`config.mk`:
```
export PLATFORM = sky130hd
export DESIGN_NAME = pio_wmem_master
export DESIGN_NICKNAME = d
export VERILOG_FILES = /design/src/rtl/pio_wmem_master.sv
export SDC_FILE = /design/constraint.sdc
export NUM_CORES = 1
export LEC_CHECK = 0
export BUFFER_PORTS_ARGS = -buffer_cell sky130_fd_sc_hd__buf_2
export CORE_MARGIN = 10
export CORE_UTILIZATION = 40
export DETAILED_ROUTE_END_ITERATION = 10
export SLEW_MARGIN = 20
export SYNTH_ARGS = -nofsm -noshare
export SYNTH_HDL_FRONTEND = slang
export SYNTH_SLANG_ARGS = --single-unit
```
`constraint.sdc`:
```
create_clock -name clk -period 16.2 [get_ports clk]
set_input_delay 1.62 -clock clk [delete_from_list [all_inputs] [get_ports clk]]
set_output_delay 1.62 -clock clk [all_outputs]
set_load 0.005 [all_outputs]
```
`src/rtl/pio_wmem_master.sv`:
```
// Splits one wide application word into two 32-bit PIO accesses (LSB then MSB)
// against a wide-memory target, with ack handshaking and a per-access timeout.
module pio_wmem_master #(
    parameter int          WIDTH          = 50,
    parameter int          DEPTH_NBITS    = 10,
    parameter logic [31:0] BASE_ADDR      = 32'h0,
    parameter int          TIMEOUT_CYCLES = 1024
) (
    input  logic                   clk,
    input  logic                   rst,
    input  logic                   app_req,
    input  logic                   app_wr,
    input  logic [DEPTH_NBITS-1:0] app_addr,
    input  logic [WIDTH-1:0]       app_wdata,
    output logic                   app_busy,
    output logic                   app_done,
    output logic                   app_err,
    output logic [WIDTH-1:0]       app_rdata,
    output logic [31:0]            reg_addr,
    output logic [31:0]            reg_din,
    output logic                   reg_rd,
    output logic                   reg_wr,
    output logic                   reg_ms,
    input  logic                   mem_ack,
    input  logic [31:0]            mem_rdata
);

    localparam int PIO_NBITS = 32;
    localparam int HI_NBITS  = WIDTH - PIO_NBITS;
    localparam int CNT_NBITS = $clog2(TIMEOUT_CYCLES + 1);

    typedef enum logic [1:0] {
        IDLE,
        ISSUE,
        WAIT_ACK,
        WAIT_LOW
    } state_t;

    state_t state, state_d;
    logic   phase, phase_d;

    logic                   wr_q;
    logic [DEPTH_NBITS-1:0] addr_q;
    logic [WIDTH-1:0]       wdata_q;
    logic [PIO_NBITS-1:0]   lo_q;
    logic [CNT_NBITS-1:0]   cnt_q;
    logic                   ack_q;

    logic                   ack_edge;
    logic                   expired;
    logic                   accept;
    logic                   strobe;
    logic                   capture_lo;
    logic                   finish;
    logic                   fail;

    logic [31:0]            addr_off;
    logic [31:0]            hi_word;
    logic [31:0]            word_sel;

    assign app_busy = (state != IDLE);

    always_comb begin
        addr_off = '0;
        addr_off[DEPTH_NBITS+2:0] = {addr_q, phase, 2'b00};
        hi_word = '0;
        hi_word[HI_NBITS-1:0] = wdata_q[WIDTH-1:PIO_NBITS];
        word_sel = phase ? hi_word : wdata_q[PIO_NBITS-1:0];
    end

    always_comb begin
        ack_edge   = mem_ack & ~ack_q;
        expired    = (cnt_q == CNT_NBITS'(TIMEOUT_CYCLES - 1));
        state_d    = state;
        phase_d    = phase;
        accept     = 1'b0;
        strobe     = 1'b0;
        capture_lo = 1'b0;
        finish     = 1'b0;
        fail       = 1'b0;
        unique case (state)
            IDLE: begin
                if (app_req) begin
                    accept  = 1'b1;
                    phase_d = 1'b0;
                    state_d = ISSUE;
                end
            end
            ISSUE: begin
                if (!mem_ack) begin
                    strobe  = 1'b1;
                    state_d = WAIT_ACK;
                end
            end
            WAIT_ACK: begin
                // an ack edge wins over a simultaneous expiry
                if (ack_edge) begin
                    state_d    = WAIT_LOW;
                    capture_lo = ~phase;
                    finish     = phase;
                end else if (expired) begin
                    state_d = WAIT_LOW;
                    phase_d = 1'b1;
                    fail    = 1'b1;
                end
            end
            WAIT_LOW: begin
                if (!mem_ack) begin
                    if (phase) begin
                        state_d = IDLE;
                        phase_d = 1'b0;
                    end else begin
                        state_d = ISSUE;
                        phase_d = 1'b1;
                    end
                end
            end
            default: state_d = IDLE;
        endcase
    end

    always_ff @(posedge clk or posedge rst) begin
        if (rst) begin
            state <= IDLE;
            phase <= 1'b0;
            ack_q <= 1'b0;
            cnt_q <= '0;
        end else begin
            state <= state_d;
            phase <= phase_d;
            ack_q <= mem_ack;
            if (strobe)
                cnt_q <= '0;
            else if (state == WAIT_ACK)
                cnt_q <= cnt_q + CNT_NBITS'(1);
        end
    end

    always_ff @(posedge clk or posedge rst) begin
        if (rst) begin
            wr_q      <= 1'b0;
            addr_q    <= '0;
            wdata_q   <= '0;
            lo_q      <= '0;
            app_done  <= 1'b0;
            app_err   <= 1'b0;
            app_rdata <= '0;
            reg_addr  <= '0;
            reg_din   <= '0;
            reg_rd    <= 1'b0;
            reg_wr    <= 1'b0;
            reg_ms    <= 1'b0;
        end else begin
            if (accept) begin
                wr_q    <= app_wr;
                addr_q  <= app_addr;
                wdata_q <= app_wdata;
            end
            reg_ms <= strobe;
            reg_rd <= strobe & ~wr_q;
            reg_wr <= strobe & wr_q;
            if (strobe) begin
                reg_addr <= BASE_ADDR | addr_off;
                reg_din  <= wr_q ? word_sel : 32'h0;
            end
            if (capture_lo)
                lo_q <= mem_rdata;
            app_done <= finish | fail;
            app_err  <= fail;
            if (finish && !wr_q)
                app_rdata <= {mem_rdata[HI_NBITS-1:0], lo_q};
        end
    end

endmodule

```
# Yosys cells after proc, flatten, opt, wreduce, memory -nomap -nowiden

Cells that the tools add are included.

Bits in registers: 206
Bits in latches: 0
RAM bits: 0
Memory bits (read-only): 0
Bits of input ports: 97
Output and inout port bits: 120
Logic and storage cells: 70
Memories kept: 0

Add/subtract/negate cells: 1
$mul: 0
Div/mod/pow operators: 0
Magnitude comparators: 0
Equal/unequal tests: 10
Shift-type cells: 0
Muxes and demuxes: 28
Bitwise operators: 7
Reductions and logical operators: 8

Operators with widths:

| cell                    | number |
|---|---|
| $mux W32                | 2 |
| $mux W11                | 2 |
| $mux W1                 | 17 |
| $add A11 B1 Y11 const B | 1 |
| $eq A11 B10 Y1 const B  | 1 |
| $mux W2                 | 5 |
| $ne A2 B2 Y1 const B    | 5 |
| $pmux W2 S4             | 1 |
| $reduce_and A5 Y1       | 1 |
| $eq A2 B2 Y1 const B    | 2 |
| $reduce_and A4 Y1       | 1 |
| $reduce_bool A2 Y1      | 2 |
| $and A1 B1 Y1           | 3 |
| $ne A3 B3 Y1 const B    | 1 |
| $not A1 Y1              | 3 |
| $pmux W1 S3             | 1 |
| $reduce_bool A3 Y1      | 1 |
| $eq A2 B1 Y1 const B    | 1 |
| $logic_not A2 Y1        | 1 |
| $logic_and A1 B1 Y1     | 1 |
| $logic_not A1 Y1        | 1 |
| $or A1 B1 Y1            | 1 |

# Longest topological paths before layout

Word-level depth: 5
Gate-level depth with buffers: 9
Mapped depth without buffers: 7

# Worst setup path before layout

OpenSTA, ideal clock, no wires.

Kind: input -> register
Start point: input port mem_ack
End point: register reg_din[18]
Library setup time: 65 ps
Arrival: 2581 ps
Required time: 16135 ps
Path slack: 13553 ps
Stages on the path: 7
Buffers on the path: 2
Cells stage by stage: nand2b_1 buf_2 inv_2 nand2_1 nor2_1 buf_2 a22o_1

Word-level cells in the longest chain between the ends: 2

RTL lines:

| what                 | line | RTL |
|---|---|---|
| from (decl)          | 24   | `input logic mem_ack,` |
| $mux W1              | 90   | `if (!mem_ack) begin` |
| $mux W1              | 81   | `unique case (state)` |
| to (signal assigned) | 164  | `reg_din <= wr_q ? word_sel : 32'h0;` |
| to (decl)            | 20   | `output logic [31:0] reg_din,` |

Every way passes these cells.
A chain may end at the register's enable or synchronous reset.

# Final worst setup path

Start point: input port mem_ack
End point: register reg_din[27]

The elaborated chain is that of the path after synthesis.

==> flow_metrics.py <==
metrics = {
    "clocking": {
        "cts_root_buffer": "clkbuf_16",
        "post_cts_buffers": 0,
        "post_cts_resized": 0,
        "cts_buffers": 23,
        "cts.reportedPaths.clkPinSlew_ns": 0.06,
        "clock-sinks": 206,
        "cts-htree-levels": 1,
        "clock_latency_ns": 0.49,
        "cts_tree": "yes",
        "clk_path_buf_depth": 3,
        "cts_hold_buf": 0,
    },
    "critical_path": {
        "cp_data_required_time_ns": 16.62,
        "slowest_delay_ns": 0.85,
        "crit_path_end_kind": "register",
        "path_max_fanout": 45,
        "start_kind": "input pin",
        "critPathKind": "in2reg",
        "critPathBufInv": 2,
        "path_delay_family": "simple AND/OR/NAND/NOR gates",
        "arrival_ns": 4.48,
        "critPathSlowestCell": "nor2_1",
        "worstPathCellList": "buf_2, nand2b_2, inv_2, nand2_1, nor2_1, a22o_1",
    },
    "logic_synthesis": {
        "yosysWarnings": 0,
        "ys_seq_area_share_pct": 62.9,
        "postSynthAreaPerCell_sq_um": 14.1,
        "synthArstFlopShare_pct": 100,
        "synth_edf_count": 0,
        "ys.flop_type": "dfrtp_1",
        "syn-cell-area_sq_um": 8190,
        "synth_cells": 581,
        "synth.distinct_cells": 34,
        "postSynthRegisterBits": 206,
    },
    "placement": {
        "dp.cells": 1021,
        "port_buffers": 195,
        "dp_hpwl_um": 13100,
        "place_congestion": 0.738,
        "placed_cell_area_sq_um": 9360,
    },
    "final_layout": {
        "final_nets": 880,
        "final_area_sq_um": 10000,
        "drive_gt1_share_pct": 48.7,
        "synthToLayoutAreaGrowth_pct": 22.6,
        "instances_no_fill": 1059,
        "fillers": 1793,
    },
    "pwr": {
        "vdd_drop_max_mv": 0.0794,
        "power_density_nw_per_um2": 179,
        "power_leakage_nw": 5.09,
    },
    "timing": {
        "fin_skew_ns": 0.00768,
        "slew_headroom_pct": 35.0,
        "worst_pin_slew_ns": 0.973,
        "setup_violations": 0,
        "fin_crit_sh_pct": 25.0,
        "rsz0062_at_grt": "false",
        "setup_tns_ns": 0,
        "max_freq_mhz": 247,
        "fin_crit_ns": 4.06,
        "maxSlewViolCount": 0,
        "hold_violations": 0,
    },
    "drt": {
        "post_drt_wl_per_cell_um": 17.4,
        "wirelength_um": 18500,
        "ant_nets": 0,
        "vias": 5049,
        "routed_via_density": 4.77,
        "firstDrtPassIters": 4,
        "drt_iter0_drc": 212,
        "remaining_drc_errors": 0,
    },
    "floorplan": {
        "core_sq_um": 20200,
        "die_width_um": 163,
        "dieArea_sq_um": 26600,
        "initial_core_util_pct": 40.6,
        "num_rows": 52,
        "io_pins": 217,
        "die_h_um": 163,
    },
    "global_route": {
        "antenna_found_initial": 2,
        "grt-ovfl-total": 0,
        "grt_first_pass_wirelength_um": 29400,
        "grt_pass1_vias": 5563,
        "track_usage_pct": 13.5,
        "grt_max_degree": 132,
    },
    "min_path": {
        "hp-class": "reg2reg",
    },
    "outcome": {
        "status": "finished, final reports clean",
    },
    "run": {
        "drv_cap": 0,
    },
}
[worst register-to-register path, stage by stage, from the launching register on]
cell      delay, ns
dfrtp_1        0.42
inv_1          0.14
ha_1           0.19
nand2b_2       0.48
inv_2          0.56
nand2_1        0.47
nor2_1         0.86
a22o_1         0.25
[metrics by stage]
stage               power (W)  utilization [%]  hold slack [ns]  setup WS [ns]
floorplan             0.00115                -            0.433           8.96
detailed placement    0.00134             46.4            0.453          11.47
finish                0.00180             49.8            0.470          12.14
global placement      0.00131             46.4            0.443          11.77
global route          0.00192             49.8            0.487          11.79
CTS                   0.00183             49.8            0.472          11.98
[cell usage after synthesis, types with 3 or more instances]
cell type,instances,share of area [%]
xor2_1,5,0.53
nand2_1,59,2.7
dfrtp_1,206,63
mux2_2,143,20
o21ai_0,22,1.3
nand4_1,3,0.23
nor2_1,13,0.60
xnor2_1,3,0.32
ha_1,7,1.1
inv_1,7,0.32
nand2b_1,3,0.23
a22o_1,14,1.5
buf_2,14,0.86
mux2i_1,21,2.6
buf_1,9,0.41
nor2b_1,3,0.23
clkbuf_1,5,0.23
a21oi_1,4,0.24
nor3_1,3,0.18
buf_4,21,1.9
[cell families after synthesis]
kind of cell               after synthesis  share of synthesized area, %
xor gates and xnor gates                 8                         0.855
and+or+nand+nor                         96                          5.64
muxes                                  165                          22.4
DFF                                    206                          62.9
other                                    1                        0.0458
AOI/OAI and AO/OA                       41                          3.27
buffers and inverters                   57                          3.79
adders and majority gates                7                          1.07
[flip-flops by register name (all words and copies together) (netlist names), 2 cells and up]
register	cells
reg_addr	11
reg_din	32
cnt_q	11
app_rdata	50
wdata_q	50
lo_q	32
state	2
addr_q	10
[layout make-up]
class / instances / area [sq um] / share of cell area (%)
inverters: 8 / 37.5 / 0.374
well taps: 270 / 338 / 3.36
clock buffers: 34 / 647 / 6.44
repair buffers: 199 / 1010 / 10.0
multi-input cells: 338 / 2820 / 28.1
diodes: 1 / 2.50 / 0.0249
flip-flops and latches: 206 / 5150 / 51.3
clock inverters: 3 / 40.0 / 0.399
[report_power, final]
group | switching (W) | total [W] | leakage (nW) | internal [W]
clock | 0.000189 | 0.000477 | 0.336 | 0.000289
combinational | 0.000217 | 0.000488 | 2.15 | 0.000271
sequential | 0.000111 | 0.000832 | 2.60 | 0.000721
[path summary, 6_finish.rpt]
kind | start | end | slack (ns) | depth (start not counted)
max in group asynchronous | rst | app_rdata[13] | 13.35 | 3
min reg2reg | addr_q[8] | reg_addr[11] | 0.47 | 2
max reg2reg | state[1] | reg_din[27] | 12.77 | 7
min | addr_q[8] | reg_addr[11] | 0.47 | 2
min in group asynchronous | rst | lo_q[12] | 1.31 | 2
max | mem_ack | reg_din[27] | 12.14 | 6
[metal layers]
| layer | GRT usage, % | wire, um | vias to the layer above |
|---|---|---|---|
| li1 | - | - | 2338 |
| met1 | 16.9 | 7960 | 2489 |
| met2 | 21.0 | 8110 | 195 |
| met3 | 5.74 | 2080 | 27 |
| met4 | 3.44 | 320 | 0 |
| met5 | 0 | 0 | - |
[cell usage in the layout, fill, tap and decap left out, types with 4 or more instances in the layout]
| master | instances |
|---|---|
| o21ai_0 | 22 |
| a21oi_1 | 4 |
| buf_4 | 4 |
| nand2_1 | 58 |
| conb_1 | 21 |
| ha_1 | 7 |
| xor2_1 | 5 |
| mux2_2 | 143 |
| buf_2 | 195 |
| clkbuf_16 | 23 |
| clkbuf_1 | 8 |
| dfrtp_1 | 206 |
| inv_1 | 6 |
| nor2_1 | 12 |
| a22o_1 | 14 |
| mux2i_1 | 21 |
Note: power is estimated with default switching activity, not from simulation.
